==> config.mk <==
export PLATFORM = sky130hd
export DESIGN_NAME = uart_tx_arbiter
export DESIGN_NICKNAME = d
export VERILOG_FILES = /design/src/rtl/uart_tx_arbiter.sv
export SDC_FILE = /design/constraint.sdc
export NUM_CORES = 1
export LEC_CHECK = 0
export ABC_AREA = 0
export CAP_MARGIN = 20
export CORE_ASPECT_RATIO = 0.75
export CORE_MARGIN = 4
export CORE_UTILIZATION = 45
export DETAILED_ROUTE_END_ITERATION = 8
export PLACE_DENSITY = 0.82
export SLEW_MARGIN = 25
export SYNTH_ARGS = -nofsm -noshare
export SYNTH_HDL_FRONTEND = slang
export SYNTH_SLANG_ARGS = --single-unit
export TNS_END_PERCENT = 10
==> constraint.sdc <==
create_clock -name clk_50mhz -period 2.2 [get_ports clk_50mhz]
set_input_delay 0.33 -clock clk_50mhz [delete_from_list [all_inputs] [get_ports clk_50mhz]]
set_output_delay 0.33 -clock clk_50mhz [all_outputs]
set_load 0.005 [all_outputs]
==> src/rtl/uart_tx_arbiter.sv <==
// Round-robin arbiter that shares one uart_tx among NUM_REQ byte requesters.
// A granted requester keeps the transmitter until its req_last byte has gone out.
module uart_tx_arbiter #(
    parameter int NUM_REQ      = 4,
    parameter int BUSY_TIMEOUT = 16
) (
    input  logic                 clk_50mhz,
    input  logic                 rst,
    input  logic [NUM_REQ-1:0]   req_valid,
    input  logic [8*NUM_REQ-1:0] req_data,
    input  logic [NUM_REQ-1:0]   req_last,
    output logic [NUM_REQ-1:0]   req_ready,
    output logic [NUM_REQ-1:0]   grant,
    output logic                 tx_start,
    output logic [7:0]           tx_data,
    input  logic                 tx_busy,
    output logic                 timeout_err,
    output logic                 arb_active
);

    localparam int IW = $clog2(NUM_REQ);
    localparam int CW = $clog2(BUSY_TIMEOUT + 1);

    typedef enum logic [1:0] {IDLE, SEND, WAIT_HI, WAIT_LO} state_t;

    state_t         state, state_next;
    logic [IW-1:0]  ptr, ptr_next;
    logic [IW-1:0]  gidx, gidx_next;
    logic [IW-1:0]  win_idx, cand_idx;
    logic           win_found;
    logic           last_q, last_next;
    logic [CW-1:0]  tmo_cnt, tmo_next;
    int             cand;

    logic [NUM_REQ-1:0] grant_next, req_ready_next;
    logic               tx_start_next, timeout_next;
    logic [7:0]         tx_data_next;

    // Search from the requester just after the last winner, wrapping around.
    always_comb begin
        win_found = 1'b0;
        win_idx   = '0;
        cand      = 0;
        cand_idx  = '0;
        for (int k = 1; k <= NUM_REQ; k++) begin
            cand     = (int'(ptr) + k) % NUM_REQ;
            cand_idx = IW'(cand);
            if (!win_found && req_valid[cand_idx]) begin
                win_found = 1'b1;
                win_idx   = cand_idx;
            end
        end
    end

    always_ff @(posedge clk_50mhz or posedge rst) begin
        if (rst) begin
            state       <= IDLE;
            ptr         <= IW'(NUM_REQ - 1);
            gidx        <= '0;
            last_q      <= 1'b0;
            tmo_cnt     <= '0;
            grant       <= '0;
            req_ready   <= '0;
            tx_start    <= 1'b0;
            tx_data     <= 8'h00;
            timeout_err <= 1'b0;
            arb_active  <= 1'b0;
        end else begin
            state       <= state_next;
            ptr         <= ptr_next;
            gidx        <= gidx_next;
            last_q      <= last_next;
            tmo_cnt     <= tmo_next;
            grant       <= grant_next;
            req_ready   <= req_ready_next;
            tx_start    <= tx_start_next;
            tx_data     <= tx_data_next;
            timeout_err <= timeout_next;
            arb_active  <= (state_next != IDLE);
        end
    end

    always_comb begin
        state_next = state;
        ptr_next   = ptr;
        gidx_next  = gidx;
        last_next  = last_q;
        tmo_next   = tmo_cnt;
        case (state)
            IDLE: begin
                if (win_found) begin
                    gidx_next  = win_idx;
                    state_next = SEND;
                end
            end
            SEND: begin
                if (req_valid[gidx] && !tx_busy) begin
                    last_next  = req_last[gidx];
                    tmo_next   = '0;
                    state_next = WAIT_HI;
                end
            end
            WAIT_HI: begin
                // Reaching BUSY_TIMEOUT abandons the message and rotates priority.
                if (tx_busy) begin
                    state_next = WAIT_LO;
                end else if (tmo_cnt == CW'(BUSY_TIMEOUT - 1)) begin
                    state_next = IDLE;
                    ptr_next   = gidx;
                end else begin
                    tmo_next = tmo_cnt + 1'b1;
                end
            end
            WAIT_LO: begin
                if (!tx_busy) begin
                    if (last_q) begin
                        state_next = IDLE;
                        ptr_next   = gidx;
                    end else begin
                        state_next = SEND;
                    end
                end
            end
            default: state_next = IDLE;
        endcase
    end

    // Next values for the registered outputs, derived from the transition taken.
    always_comb begin
        grant_next     = '0;
        req_ready_next = '0;
        tx_start_next  = 1'b0;
        tx_data_next   = tx_data;
        timeout_next   = 1'b0;
        if (state_next != IDLE) begin
            grant_next[gidx_next] = 1'b1;
        end
        if (state == SEND && state_next == WAIT_HI) begin
            req_ready_next[gidx] = 1'b1;
            tx_start_next        = 1'b1;
            tx_data_next         = req_data[{gidx, 3'b000} +: 8];
        end
        if (state == WAIT_HI && state_next == IDLE) begin
            timeout_next = 1'b1;
        end
    end

endmodule

==> summary.txt <==
==========================================================================================
Count of final max-slew check failures                                                   0
Post-cts resize count                                                                    0
Share of the clock period used by the worst path after layout                        86.8%
Final count of negative-setup-slack endpoints                                            0
Inserted Diodes                                                                          0
Pin count of the biggest net entering global routing                                    32
CTS sink count                                                                          31
Post-route clock skew                                                           0.00645 ns
Clock root cell                                                                   clkbuf_8
Post-Synthesis Mean Instance Area                                                12.3 um^2
Gp weighted congestion                                                               0.895
Static Leakage                                                                     1.06 nW
Die width                                                                          79.6 um
Yosys synthesis warning count                                                            0
Quantity of I/O buffers inserted on ports                                               61
Shortest clock period the worst path allows after layout                           1.91 ns
Dominant synthesized flop cell                                                     dfrtp_1
Critical path peak fanout                                                                7
Cell area power density                                                       1110 nW/um^2
Final hold violations                                                                    0
Global route total overflow                                                              0
Worst endpoint required time                                                       2.37 ns
Area added between synthesis and finish                                              46.3%
Filler instances                                                                       265
Count of routing violations after the opening detailed-route iteration                  91
Buffer levels on the longest clock path                                                  2
Final core occ                                                                       68.6%
CTS hold repair buffers                                                                  0
Via/cell ratio                                                                        5.36
Area share of the largest cell type after synthesis                                  42.0%
Unrepaired setup endpoints after global routing                                      false
Hold crit path type                                                           input pin to asynchronous set/reset pin
Total wire length after detailed routing                                           4460 um
Async set-or-reset flop fraction in the synthesized netlist                           100%
Commonest cells in the synthesized netlist                                    dfrtp_1 (29), inv_1 (9), mux2_1 (9), mux4_2 (9), nor2_1 (7)
MaxCap Viol Count                                                                        0
Vias in the first global route                                                        1448
Routed Antenna Nets                                                                      0
Initial Utilization                                                                  46.9%
Setup ws final                                                                    0.291 ns
Routed wire per std cell                                                           17.1 um
Site Rows                                                                               19
HPWL after detailed placement                                                      3450 um
Setup TNS Final                                                                       0 ns
Largest voltage drop on the vdd net                                             0.000872 V
Result of the run                                                             finished, final reports clean
Die area                                                                         4910 um^2
Total vias in the final route                                                         1399
Clock edge transition at the registers on the reported setup and hold paths        0.06 ns
Number of instances in the synthesized netlist                                         141
Number of cells on the worst reg-to-reg path                                             8
Most numerous cell in the Yosys netlist                                            dfrtp_1
Synthesized flop and latch total                                                        31
Chip height                                                                        61.7 um
Crit path DAT                                                                      2.08 ns
GRT Overall Usage                                                                    20.0%
Sequential fraction of the synthesis area                                            45.0%
Overall power after layout                                                         2.81 mW
Max H-tree Level                                                                         2
Number of buffers added for setup after CTS                                              0
Leading area contributor after synthesis                                           dfrtp_1
CTS tree                                                                             built
Top-level I/O count                                                                     62
Worst skew pair latency                                                            0.28 ns
Unique masters post-synth                                                               48
Core box area                                                                    3680 um^2
Number of enable flip-flop cells after synthesis                                         0
First-pass GRT wire length                                                         7120 um
DRC                                                                                      0
Number of clock buffers inserted by TritonCTS                                            5
Antenna violations before repair                                                         0
Proportion of layout cells with a drive suffix above 1                               19.1%
Worst setup slack before clock tree synthesis                                    0.0171 ns
Kind of end point of the critical path                                            register
Top achievable clock speed                                                         524 MHz
Top area cells in the synthesized netlist                                     dfrtp_1 (42%), mux4_2 (12%), mux2_1 (5.9%)
WS Path Type                                                                  register to register
Crit path launch type                                                             register
Slew at the pin closest to its max-slew limit                                     0.584 ns
Slew headroom                                                                        61.1%
Final Net Count                                                                        253
Post-synth net total                                                                   186
Post-synthesis cell area                                                         1730 um^2
Pre-Repair DR Iteration Count                                                            7
==========================================================================================
cells by family (layout without fill, tap and decap cells):
kind of cell    Yosys count  in the layout  synth area share (%)
simple gates             39             39                  13.3
flops                    31             31                  45.0
mux                      25             25                  22.9
compound gates           24             24                  11.5
buf+inv                  19             87                  5.29
fa+ha+maj                 2              2                  1.45
xor+xnor                  1              1                 0.507
layout make-up:
class / instances / area [um^2] / area share [%]
timing repair buffer: 70 / 691 / 27.3
inverter: 9 / 33.8 / 1.34
clock buffer: 8 / 100 / 3.96
multi-input combinational: 91 / 861 / 34.0
tap: 52 / 65.1 / 2.57
sequential: 31 / 778 / 30.8
cell usage in the layout, fill, tap and decap left out, types with 4 or more instances in the layout:
cell and instances:
buf_4 8, clkbuf_8 7, clkdlybuf4s50_1 61, dfrtp_1 29, inv_1 9, mux2_1 9
mux4_2 9, nand2_1 6, nor2_1 7, nor3_1 4, o21ai_0 6
flip-flops by register name, summed over array words and instances (netlist names):
name,count
arb_active,1
gidx,2
grant,4
last_q,1
ptr,2
req_ready,4
state,2
timeout_err,1
tmo_cnt,5
tx_data,8
tx_start,1
power breakdown:
part	leakage (nW)	switching, mW	internal (mW)
registers	0.387	0.204	0.790
logic	0.624	0.540	0.790
clock network	0.0515	0.198	0.285
per-stage QoR:
stage	hold WS, ns	area (um^2)	instances
after global placement	0.478	2430	253
after CTS	0.430	2530	261
after global routing	0.481	2530	261
after detailed placement	0.490	2430	253
final	0.419	2530	261
after floorplan	0.432	1730	141
critical path, stage by stage, from the launching register on:
cell     delay (ns)
dfrtp_1        0.41
ha_1           0.21
and3_1         0.17
ha_1           0.21
nor2b_2        0.25
nand4_1        0.15
inv_1          0.10
o21ai_0        0.08
a22o_1         0.20
worst paths after layout:
path	from	to	slack, ns
setup / recovery	tmo_cnt[0]	tmo_cnt[3]	0.29
hold / removal	rst	tx_data[1]	0.42
setup reg to reg	tmo_cnt[0]	tmo_cnt[3]	0.29
hold reg to reg	tx_data[3]	tx_data[3]	0.50
max in group asynchronous	rst	ptr[1]	1.46
min in group clk_50mhz	tx_data[3]	tx_data[3]	0.50
per-layer routing:
metal  GRT usage [%]  share of wire, %  up-vias
met2            33.7                47       62
met5               0                 0        -
met4            10.5               1.9        0
met3            7.31               8.9        6
met1            22.9                43      680
li1                -                 -      651
(Power assumes the default switching activity.)
